===== src/rtl/mips_defs.sv =====
// Shared definitions for the memory-port arbiter: FSM state encoding and default streak limit.
// Latency: n/a (types and constants only).
// Backpressure: n/a.
package mips_defs;

    // Consecutive data grants allowed while a fetch is waiting.
    localparam int DEF_MAX_DATA_STREAK = 4;

    typedef enum logic [1:0] {
        IDLE   = 2'd0,
        BUSY_I = 2'd1,
        BUSY_D = 2'd2
    } arb_state_t;

endpackage


===== src/rtl/arb_streak_ctr.sv =====
// Saturating count of data grants won while a fetch was waiting; sat gives fetch priority.
// Latency: count updates on the clock edge after inc/clr; sat is a direct compare of the count.
// Backpressure: none; clr wins over inc, inc is ignored once saturated.
// Ports: clk, rst_n (async active-low), inc, clr inputs; sat output.
module arb_streak_ctr #(
    parameter int MAX = 4
) (
    input  logic clk,
    input  logic rst_n,
    input  logic inc,
    input  logic clr,
    output logic sat
);

    localparam int CW = $clog2(MAX + 1);

    logic [CW-1:0] cnt_q;

    always_ff @(posedge clk or negedge rst_n) begin
        if (!rst_n) begin
            cnt_q <= '0;
        end else if (clr) begin
            cnt_q <= '0;
        end else if (inc && !sat) begin
            cnt_q <= cnt_q + 1'b1;
        end
    end

    assign sat = (cnt_q == CW'(MAX));

endmodule


===== src/rtl/mem_port_arbiter.sv =====
// Arbitrates instruction fetch and data accesses onto one single-port memory; data wins unless fetch is starved.
// Latency: request in IDLE cycle N, mem_ready in N+1 -> done pulse and rdata in N+2; waits indefinitely on mem_ready.
// Backpressure: mem_stall holds the pipeline while any request is outstanding and not yet completed.
// Ports: if_req/if_addr -> if_rdata/if_done; dm_req/dm_we/dm_addr/dm_wdata -> dm_rdata/dm_done;
//        mem_req/mem_we/mem_addr/mem_wdata <- mem_rdata/mem_ready; mem_stall to hazard logic.
module mem_port_arbiter
    import mips_defs::*;
#(
    parameter int MAX_DATA_STREAK = DEF_MAX_DATA_STREAK,
    parameter int AW              = 32
) (
    input  logic          clk,
    input  logic          rst_n,
    input  logic          if_req,
    input  logic [AW-1:0] if_addr,
    output logic [AW-1:0] if_rdata,
    output logic          if_done,
    input  logic          dm_req,
    input  logic          dm_we,
    input  logic [AW-1:0] dm_addr,
    input  logic [AW-1:0] dm_wdata,
    output logic [AW-1:0] dm_rdata,
    output logic          dm_done,
    output logic          mem_req,
    output logic          mem_we,
    output logic [AW-1:0] mem_addr,
    output logic [AW-1:0] mem_wdata,
    input  logic [AW-1:0] mem_rdata,
    input  logic          mem_ready,
    output logic          mem_stall
);

    arb_state_t state_q, state_d;
    logic       if_elig, dm_elig;
    logic       gnt_i, gnt_d;
    logic       streak_sat;

    // A request whose done pulse is showing has just been served; the req
    // still high in that cycle belongs to it and must not be granted again.
    assign if_elig = if_req & ~if_done;
    assign dm_elig = dm_req & ~dm_done;

    always_ff @(posedge clk or negedge rst_n) begin
        if (!rst_n) begin
            state_q <= IDLE;
        end else begin
            state_q <= state_d;
        end
    end

    always_comb begin
        state_d = state_q;
        gnt_i   = 1'b0;
        gnt_d   = 1'b0;
        unique case (state_q)
            IDLE: begin
                if (dm_elig && !(if_elig && streak_sat)) begin
                    gnt_d   = 1'b1;
                    state_d = BUSY_D;
                end else if (if_elig) begin
                    gnt_i   = 1'b1;
                    state_d = BUSY_I;
                end
            end
            BUSY_I, BUSY_D: begin
                if (mem_ready) begin
                    state_d = IDLE;
                end
            end
            default: state_d = IDLE;
        endcase
    end

    arb_streak_ctr #(
        .MAX (MAX_DATA_STREAK)
    ) u_streak (
        .clk   (clk),
        .rst_n (rst_n),
        .inc   (gnt_d & if_req),
        .clr   (gnt_i | (gnt_d & ~if_req)),
        .sat   (streak_sat)
    );

    // Request fields are captured at grant and stay frozen for the whole access.
    always_ff @(posedge clk or negedge rst_n) begin
        if (!rst_n) begin
            mem_we    <= 1'b0;
            mem_addr  <= '0;
            mem_wdata <= '0;
            if_rdata  <= '0;
            dm_rdata  <= '0;
            if_done   <= 1'b0;
            dm_done   <= 1'b0;
        end else begin
            if_done <= 1'b0;
            dm_done <= 1'b0;
            if (gnt_d) begin
                mem_we    <= dm_we;
                mem_addr  <= dm_addr;
                mem_wdata <= dm_wdata;
            end else if (gnt_i) begin
                mem_we    <= 1'b0;
                mem_addr  <= if_addr;
                mem_wdata <= '0;
            end
            if (state_q == BUSY_I && mem_ready) begin
                if_rdata <= mem_rdata;
                if_done  <= 1'b1;
            end
            // Writes load dm_rdata too; the pipeline simply ignores it.
            if (state_q == BUSY_D && mem_ready) begin
                dm_rdata <= mem_rdata;
                dm_done  <= 1'b1;
            end
        end
    end

    assign mem_req   = (state_q != IDLE);
    assign mem_stall = (if_req & ~if_done) | (dm_req & ~dm_done);

endmodule


===== config.mk =====
export PLATFORM = sky130hd
export DESIGN_NAME = mem_port_arbiter
export DESIGN_NICKNAME = d
export VERILOG_FILES = /design/src/rtl/mips_defs.sv /design/src/rtl/arb_streak_ctr.sv /design/src/rtl/mem_port_arbiter.sv
export SDC_FILE = /design/constraint.sdc
export NUM_CORES = 1
export LEC_CHECK = 0
export BUFFER_PORTS_ARGS = -buffer_cell sky130_fd_sc_hd__buf_2
export CORE_MARGIN = 2
export CORE_UTILIZATION = 35
export CTS_BUF_LIST = sky130_fd_sc_hd__clkbuf_8 sky130_fd_sc_hd__clkbuf_16
export DETAILED_ROUTE_END_ITERATION = 10
export PLACE_DENSITY = 0.72
export SETUP_SLACK_MARGIN = 0.5
export SLEW_MARGIN = 20
export SYNTH_ARGS = -nofsm -noshare
export SYNTH_HDL_FRONTEND = slang
export SYNTH_HIERARCHICAL = 1
export SYNTH_SLANG_ARGS = --single-unit

===== constraint.sdc =====
create_clock -name clk -period 2.93 [get_ports clk]
set_input_delay 0 -clock clk [delete_from_list [all_inputs] [get_ports clk]]
set_output_delay 0 -clock clk [all_outputs]
set_load 0.01 [all_outputs]

; ---- After elaboration in Yosys (flattened, before gate mapping)
; Index checks and enable logic that the tools add are counted.
[word_totals]
output_inout_bits = 133
regBits = 136
inputBits = 134
[classes]
n_eq_ne = 5
bitwise_logic = 9
n_addsub = 1
n_mux = 19
n_reduce_logical = 13
[op_table]
columns = op, count
row1 = 32-bit 2-to-1 mux, 4
row2 = 1-bit 2-to-1 mux, 9
row3 = 2-bit 2-to-1 mux, 3
row4 = 3-bit 2-to-1 mux, 2
row5 = 2-bit nonzero test, 3
row6 = 1-bit logical AND, 5
row7 = 1-bit AND, 4
row8 = 2-bit case mux with 2 select lines, 1
row9 = 3-bit by 1-bit adder with 3-bit output (second input constant), 1
row10 = 3-bit equality test (second input constant), 1
row11 = 3-bit != test (second input constant), 1
row12 = 1-bit inverter, 3
row13 = 2-bit by 1-bit equality test with 1-bit output (second input constant), 1
row14 = 2-bit equality test (second input constant), 1
row15 = 1-bit logical NOT, 2
row16 = 2-bit logical NOT, 1
row17 = 2-bit != test (second input constant), 1
row18 = 1-bit OR, 2
row19 = 2-bit AND reduction, 1
row20 = 2-bit OR reduction, 1

; ---- Logic depth before layout (Yosys ltp)
; Gate-level depths: netlist (run 1).
[depth]
depth_word = 11
mapped_depth = 9

; ---- Modules after synthesis
; Netlist (run 1), hierarchy kept.
[modules_own_cells]
columns = module, area_per_inst_um2, cells_each, instances
row1 = mem_port_arbiter, 5765.5, 432, 1
row2 = arb_streak_ctr, 197.7, 18, 1

; ---- Worst setup path after synthesis (run 1)
; OpenSTA, ideal clock, no wires.
[synth_timing]
path_type = reg2reg
start = reg u_streak.cnt_q[0]
end = reg u_streak.cnt_q[0]
stages_incl_launch_ff = 9
arrival_time_ps = 1985
n_path_buf = 1
setup_time_ps = 125
setup_slack_ps = 820
synth_period_minus_slack_ps = 2110
required_time_ps = 2805
cell_sequence = dfrtp_1 inv_1 ha_1 and2_1 nand3b_1 clkbuf_1 and3_1 a21boi_2 mux2_4
[synth_via]
elab_chain_cells = 9
word_cells_on_any_way = 17
classes_between = add/sub: 1 / eq/ne: 1 / mux: 6 / bitwise: 3 / reduce/logical: 6
[synth_lines]
columns = element, line_no
row1 = "start, declared", arb_streak_ctr.sv:17  ; logic [CW-1:0] cnt_q;
row2 = "start signal, assigned", arb_streak_ctr.sv:25  ; cnt_q <= cnt_q + 1'b1;
row3 = 3-bit equality test (*), arb_streak_ctr.sv:29  ; assign sat = (cnt_q == CW'(MAX));
row4 = named net streak_sat, mem_port_arbiter.sv:36  ; logic streak_sat;
row5 = 1-bit logical AND, mem_port_arbiter.sv:57  ; if (dm_elig && !(if_elig && streak_sat)) begin
row6 = 1-bit logical NOT, mem_port_arbiter.sv:57
row7 = 1-bit logical AND, mem_port_arbiter.sv:57
row8 = 1-bit 2-to-1 mux, mem_port_arbiter.sv:57
row9 = 1-bit 2-to-1 mux, mem_port_arbiter.sv:55  ; unique case (state_q)
row10 = "1-bit AND, on equally long branches", "mem_port_arbiter.sv:80, mem_port_arbiter.sv:79"
row11 = 1-bit OR / 1-bit logical AND (equally long branches), "mem_port_arbiter.sv:80, arb_streak_ctr.sv:24"
row12 = 3-bit 2-to-1 mux / 2-bit nonzero test (equally long branches), -
; The timed path passes the listed nets; every way through them passes the cells marked *. The select of a mux whose other input is x is not followed.
; A chain may end at the register's enable or synchronous reset.

; ---- Worst setup path in the final report (run 1)
[layout_timing]
start = reg u_streak.cnt_q[0]
end = reg mem_addr[16]
[layout_via]
elab_chain_cells = 7
word_cells_on_any_way = 10
classes_between = eq/ne: 1 / mux: 5 / reduce/logical: 4
[layout_lines]
columns = element, line_no
row1 = 3-bit equality test (*), arb_streak_ctr.sv:29
row2 = named net streak_sat, mem_port_arbiter.sv:36
row3 = 1-bit logical AND (*), mem_port_arbiter.sv:57
row4 = 1-bit logical NOT (*), mem_port_arbiter.sv:57
row5 = 1-bit logical AND (*), mem_port_arbiter.sv:57
row6 = 1-bit 2-to-1 mux, mem_port_arbiter.sv:57
row7 = 1-bit 2-to-1 mux, mem_port_arbiter.sv:55
row8 = 32-bit 2-to-1 mux / 2-bit nonzero test (equally long branches), -
row9 = "end signal, assigned", mem_port_arbiter.sv:99  ; mem_addr <= dm_addr;
row10 = "end signal, assigned", mem_port_arbiter.sv:103  ; mem_addr <= if_addr;
row11 = "end, declared", mem_port_arbiter.sv:26  ; output logic [AW-1:0] mem_addr,
; The timed path passes the listed nets; every way through them passes the cells marked *.

==> impl_metrics.env, run 1 <==
export IMPL_synth_area_um2=5963
export IMPL_synth_nets=589
export IMPL_ys_ff_latch=136
export IMPL_ys_seq_area_share_pct=57.07
export IMPL_antenna_found_initial=1
export IMPL_synth_edf_count=0
export IMPL_finalHoldViolations=0
export IMPL_num_nets_final=949
export IMPL_status="finished clean"
export IMPL_die_h_um=134.5
export IMPL_core_area_um2=16640
export IMPL_path_class="flip-flop to flip-flop"
export IMPL_timing_rr_start="u_streak/cnt_q[0]"
export IMPL_drv_cap=0
export IMPL_finClkSkew_ps=5.925
export IMPL_synth_cell_types=34
export IMPL_timing_rr_end="mem_addr[16]"
export IMPL_grt_pass1_wl_um=27990
export IMPL_via_per_inst=5.145
export IMPL_regToRegSetupSlack_ps=660
export IMPL_ys_flop_type="dfrtp_1"
export IMPL_drc=0
export IMPL_grt_usage_pct=19.74
export IMPL_timing_setup_tns_ps=0
export IMPL_fmax_mhz=439.9
export IMPL_min_path_type="input pin to flip-flop"
export IMPL_worst_pin_slew_ps=687.7
export IMPL_endpoint_kind="flip-flop"
export IMPL_drt_first_iter_violations=218
export IMPL_synthArstFlopShare_pct=100.0
export IMPL_ir_worst_vdd_mv=0.5914
export IMPL_firstDrtPassIters=4
export IMPL_setup_violations=0
export IMPL_place_congestion=0.7625
export IMPL_clock_sinks=136
export IMPL_leakagePower_uw=0.004412
export IMPL_row_count=47
export IMPL_crit_path_start_kind="flip-flop"
export IMPL_grt_max_degree=76
export IMPL_wire_per_inst_um=17.74
export IMPL_clock_path_buffers=2
export IMPL_dp_slack_ps=629.1
export IMPL_fin_crit_ps=2273
export IMPL_clockRootBuffer="clkbuf_16"
export IMPL_p_per_area_nw_per_um2=980.2
export IMPL_hold_path_end="mem_addr[31]"
export IMPL_n_antenna_cell=0
export IMPL_critPathRequiredTime_ps=3280
export IMPL_vias=5366
export IMPL_grt_overflow=0
export IMPL_die_x_um=134.5
export IMPL_min_path_cells=4
export IMPL_maxSlewViolCount=0
export IMPL_ios=267
export IMPL_critical_path_peak_fanout=32
export IMPL_cts_tree="yes"
export IMPL_cts_inserted_buffers=17
export IMPL_fin_crit_sh_pct=77.59
export IMPL_detail_route_antenna_nets=0
export IMPL_max_slew_margin_rel_pct=54.16
export IMPL_h_tree_depth=4
export IMPL_dp_hpwl_um=11220
export IMPL_initial_utilization_pct=35.83
export IMPL_clk_pin_slew_ps=60
export IMPL_grt_pass1_vias=5380
export IMPL_fillerInstances=1344
export IMPL_syn_area_per_cell_um2=13.25
export IMPL_yosys_warnings=6
export IMPL_syn_to_final_growth_pct=53.06
export IMPL_holdCritStartpoint="dm_addr[31]"
export IMPL_grt_setup_unrepaired="no"
export IMPL_drive_above_1_share_pct=46.78
export IMPL_critPathArrivalTime_ps=2620
export IMPL_syn_inst=450
export IMPL_rr_worst_depth=8
export IMPL_dieArea_um2=18100
export IMPL_wirelength_um=18500
export IMPL_final_setup_worst_slack_ps=656.6
export IMPL_io_buffer_count=266
export IMPL_clkLatencyLatePin_ps=410
==> where the power goes <==
part	internal [uW]	leakage [uW]	switching, uW
clock	1180	0.000270	876
sequential	2770	0.00167	513
combinational	1770	0.00247	1840
total	5720	0.00441	3230
==> layout by cell type, fill, tap and decap left out, types with 2 or more instances in the layout <==
| cell type | n |
|---|---|
| clkinv_4 | 2 |
| clkbuf_16 | 17 |
| o221ai_1 | 32 |
| dfrtp_1 | 135 |
| nand2b_1 | 3 |
| dlygate4sd3_1 | 106 |
| inv_6 | 5 |
| ha_1 | 5 |
| buf_12 | 2 |
| a21oi_1 | 34 |
| or3b_1 | 32 |
| a22o_1 | 34 |
| buf_4 | 12 |
| inv_1 | 8 |
| mux2_2 | 64 |
| clkinvlp_4 | 4 |
| o2bb2ai_1 | 32 |
| buf_2 | 265 |
| nand2_1 | 4 |
==> logic make-up after synthesis <==
family | share of synthesized area, %
and+or+nand+nor | 6.861
DFF | 57.07
AOI/OAI and AO/OA | 18.09
buffers and inverters | 4.427
muxes | 12.51
adders and majority gates | 1.049
==> Yosys cell counts (3+ instances only) <==
| library cell | count | area share (%) |
|---|---|---|
| ha_1 | 5 | 1.0 |
| mux2_2 | 64 | 12 |
| nand2b_1 | 3 | 0.31 |
| clkbuf_1 | 22 | 1.4 |
| o221ai_1 | 32 | 4.7 |
| buf_2 | 16 | 1.3 |
| a21oi_1 | 34 | 2.9 |
| o2bb2ai_1 | 32 | 4.7 |
| nand2_1 | 4 | 0.25 |
| a22o_1 | 34 | 5.0 |
| dfrtp_1 | 136 | 57 |
| inv_1 | 7 | 0.44 |
| nor2b_1 | 3 | 0.31 |
| or3b_1 | 32 | 4.7 |
| buf_6 | 5 | 0.94 |
==> worst max-delay path, stage by stage (launching register included) <==
cell	delay (ps)
dfrtp_1	400
inv_1	70
ha_1	190
and2_1	150
and3b_1	160
buf_4	320
o221ai_1	190
o2bb2ai_1	160
dlygate4sd3_1	560
==> per-layer routing <==
layer  vias up  global-route usage, %  part of all wire, %
li1       2440                      -                    -
met1      2597                  24.26                   40
met2       279                  31.77                   48
met3        48                  6.719                  9.0
met4         2                  8.421                  2.5
met5         -                      0                0.059
==> timing repair <==
action | 4_1_cts | 5_1_grt
gates resized for setup | 0 | 3
hold buffers | 106 | 0
hold endpoints to repair | 202 | 0
endpoints found under the setup margin | 0 | 38
buffers inserted | 0 | 2
==> registers in the layout, indices dropped and copies added (netlist names) <==
register        flops
dm_done             1
dm_rdata           32
if_done             1
if_rdata           32
mem_addr           32
mem_wdata          32
mem_we              1
state_q             2
u_streak/cnt_q      3
==> layout make-up <==
| class | instances | area (um2) | area share, % |
|---|---|---|---|
| Clock buffer | 17 | 425.4 | 4.661 |
| Clock inverter | 15 | 141.4 | 1.549 |
| Inverter | 7 | 26.28 | 0.2879 |
| Multi-Input combinational cell | 262 | 2326 | 25.48 |
| Sequential cell | 136 | 3405 | 37.30 |
| Tap cell | 220 | 275.3 | 3.016 |
| Timing Repair Buffer | 386 | 2529 | 27.70 |
==> worst max path at each step <==
stage                            startpoint                 to  slack, ps  cells after the start
after floorplan           u_streak/cnt_q[0]  u_streak/cnt_q[0]        820                      8
after global placement    u_streak/cnt_q[0]       mem_wdata[8]        710                      7
after detailed placement  u_streak/cnt_q[0]       mem_wdata[7]        630                      7
after CTS                           dm_done       mem_addr[28]        600                      5
after global routing      u_streak/cnt_q[0]       mem_addr[16]        510                      8
final                     u_streak/cnt_q[0]       mem_addr[16]        660                      8
==> through the flow <==
| step | util (%) | hold slack (ps) | area, um2 | power (uW) | instances |
|---|---|---|---|---|---|
| 2_1_floorplan | - | -295.6 | 5963 | 5297 | 450 |
| 3_5_place_dp | 44.88 | 58.07 | 7470 | 6711 | 902 |
| 3_3_place_gp | 44.88 | 56.44 | 7470 | 6623 | 902 |
| 4_1_cts | 54.67 | 2.564 | 9097 | 8955 | 1040 |
| 6_report | 54.85 | 19.00 | 9128 | 8947 | 1043 |
| 5_1_grt | 54.85 | 17.40 | 9128 | 9458 | 1043 |
Power figures use the tool's default switching activity.
==> run 2, diff against run 1 <==
==> constraint.sdc (replaced) <==
create_clock -name clk -period 2.3 [get_ports clk]
set_input_delay 0 -clock clk [delete_from_list [all_inputs] [get_ports clk]]
set_output_delay 0 -clock clk [all_outputs]
set_load 0.01 [all_outputs]
==> run 2 against run 1 <==
Final cell count grew 1.6%. Worst setup slack lost 140 ps. Sequential power grew 27%. Die area is the same. Global-route usage grew 1.3 points. Routed wire length grew 3.1%. Count of clock-buffer cells in the layout is the same. Hold slack gained 6.1 ps. Critical endpoint is now u_streak/cnt_q[0]. Sequential cell count is the same. First-iteration DRC count grew 40%.
==> impl_metrics.env, run 2 (synthesis results as in run 1) <==
export IMPL_status="finished clean"
export IMPL_critPathArrivalTime_ps=2070
export IMPL_p_per_area_nw_per_um2=1240
export IMPL_final_common_cell="buf_2"
export IMPL_max_slew_margin_rel_pct=59.58
export IMPL_clock_sinks=136
export IMPL_swShare_pct=36.97
export IMPL_grt_usage_pct=20.99
export IMPL_wire_per_inst_um=18.00
export IMPL_layout_common_cells="buf_2 (265), dfrtp_1 (136), dlygate4sd3_1 (109)"
export IMPL_hold_slack_ps=25.15
export IMPL_fmax_mhz=561.8
export IMPL_clk_pin_slew_ps=60
export IMPL_initial_utilization_pct=35.83
export IMPL_firstDrtPassIters=5
export IMPL_holdCritStartpoint="dm_addr[4]"
export IMPL_h_tree_depth=4
export IMPL_drive_above_1_share_pct=48.81
export IMPL_core_area_um2=16640
export IMPL_final_setup_worst_slack_ps=519.9
export IMPL_die_x_um=134.5
export IMPL_grt_overflow=0
export IMPL_clockRootBuffer="clkbuf_16"
export IMPL_endpoint_kind="flip-flop"
export IMPL_timing_setup_tns_ps=0
export IMPL_dp_hpwl_um=11590
export IMPL_clockPowerShare_pct=23.1
export IMPL_syn_to_final_growth_pct=56.38
export IMPL_worstPathCellList="inv_2 -> ha_4 -> and2_4 -> nand3b_1 -> and3_4 -> a21boi_4 -> mux2_4"
export IMPL_die_h_um=134.5
export IMPL_worst_pin_slew_ps=606.3
export IMPL_crit_path_start_kind="flip-flop"
export IMPL_drv_cap=0
export IMPL_detail_route_antenna_nets=0
export IMPL_n_antenna_cell=0
export IMPL_min_path_cells=4
export IMPL_finalHoldViolations=0
export IMPL_place_congestion=0.7634
export IMPL_power_internal_uw=7290
export IMPL_vias=5468
export IMPL_pwr_share_comb_pct=41.0
export IMPL_leakagePower_uw=0.004503
export IMPL_drt_first_iter_violations=305
export IMPL_min_path_type="input pin to flip-flop"
export IMPL_fillerInstances=1363
export IMPL_row_count=47
export IMPL_setup_violations=0
export IMPL_clkLatencyLatePin_ps=410
export IMPL_p_seq_share_pct=35.9
export IMPL_critPathRequiredTime_ps=2590
export IMPL_clock_path_buffers=2
export IMPL_rr_worst_depth=7
export IMPL_cts_tree="yes"
export IMPL_utilization_pct=56.03
export IMPL_antenna_found_initial=0
export IMPL_critical_path_peak_fanout=4
export IMPL_grt_pass1_wl_um=29660
export IMPL_path_class="flip-flop to flip-flop"
export IMPL_fin_crit_ps=1780
export IMPL_grt_setup_unrepaired="yes"
export IMPL_timing_rr_end="u_streak/cnt_q[0]"
export IMPL_regToRegSetupSlack_ps=520
export IMPL_wirelength_um=19080
export IMPL_fin_crit_sh_pct=77.40
export IMPL_num_nets_final=966
export IMPL_finClkSkew_ps=9.896
export IMPL_drc=0
export IMPL_cpMaxStageDelayCell="dfrtp_1"
export IMPL_cp_slowest_stage_delay_ps=400
export IMPL_dp_slack_ps=296.3
export IMPL_grt_pass1_vias=5803
export IMPL_ir_worst_vdd_mv=0.8037
export IMPL_dieArea_um2=18100
export IMPL_power_switching_uw=4276
export IMPL_cts_inserted_buffers=17
export IMPL_ios=267
export IMPL_io_buffer_count=266
export IMPL_via_per_inst=5.158
export IMPL_total_power_uw=11570
export IMPL_maxSlewViolCount=0
export IMPL_hold_path_end="mem_addr[4]"
export IMPL_grt_max_degree=65
export IMPL_timing_rr_start="u_streak/cnt_q[0]"
-- run 2: cell count changes in the layout (fill, tap and decap cells not counted), sizes merged --
cell / change
buf: +12
clkinvlp: -2
inv: +4
dlygate4sd3: +3
clkinv: -1
bufinv: -1
and2: +2
-- run 2: area by class of cell --
type                    count  area, um2  share of cell area [%]
clock buffers              17      425.4                   4.562
well taps                 220      275.3                   2.952
multi-input cells         264       2396                   25.69
repair buffers            401       2648                   28.39
flip-flops and latches    136       3403                   36.50
inverters                   7      26.28                  0.2818
clock inverters            15      151.4                   1.624
-- run 2: what timing repair did --
item / 4_1_cts / 5_1_grt
endpoints found under the setup margin: 36 / 49
endpoints found under the hold margin: 190 / 0
cloned: 2 / 1
gates resized for setup: 7 / 7
setup buffers: 3 / 3
hold buffers: 109 / 0
pin swaps: 3 / 3
-- run 2: layer usage --
layer	share of wire, %	up-vias	track usage (%)	wire [um]
met5	0	-	0	0
met4	3.4	0	10.00	655
met3	7.7	65	6.682	1468
met2	50	288	35.43	9486
met1	39	2645	24.29	7466
li1	-	2470	-	-
-- run 2: power by group through the flow --
stage               Combinational, uW  Sequential (uW)  Clock (uW)
finish                           4750             4150        2670
global route                     5130             4270        2820
CTS                              4710             4120        2730
detailed placement               4490             4130           0
global placement                 4400             4110           0
floorplan                        2160             4630           0
-- run 2: worst max-delay path by stage --
stage | from | end | slack (ps) | depth (start not counted)
final | u_streak/cnt_q[0] | u_streak/cnt_q[0] | 520 | 7
after detailed placement | u_streak/cnt_q[0] | mem_wdata[13] | 300 | 7
after global routing | u_streak/cnt_q[0] | u_streak/cnt_q[0] | 460 | 7
after global placement | u_streak/cnt_q[0] | mem_wdata[0] | 380 | 7
after CTS | u_streak/cnt_q[0] | u_streak/cnt_q[0] | 500 | 7
after floorplan | u_streak/cnt_q[0] | u_streak/cnt_q[0] | 370 | 8
-- run 2: worst max-delay path, delay by kind of cell (launching register included) --
kind | cells | cell delay [ps]
multiplexers | 1 | 310
AND/OR/NAND/NOR | 3 | 560
adder cells (fa/ha/maj) | 1 | 160
AO/OA/AOI/OAI | 1 | 190
buffers and inverters | 1 | 60
flip-flops | 1 | 400
-- run 2: per-stage QoR --
stage	cell area, um2	std cells
after floorplan	6011	450
after global placement	7545	910
after detailed placement	7545	910
after CTS	9271	1056
after global routing	9325	1060
final	9325	1060
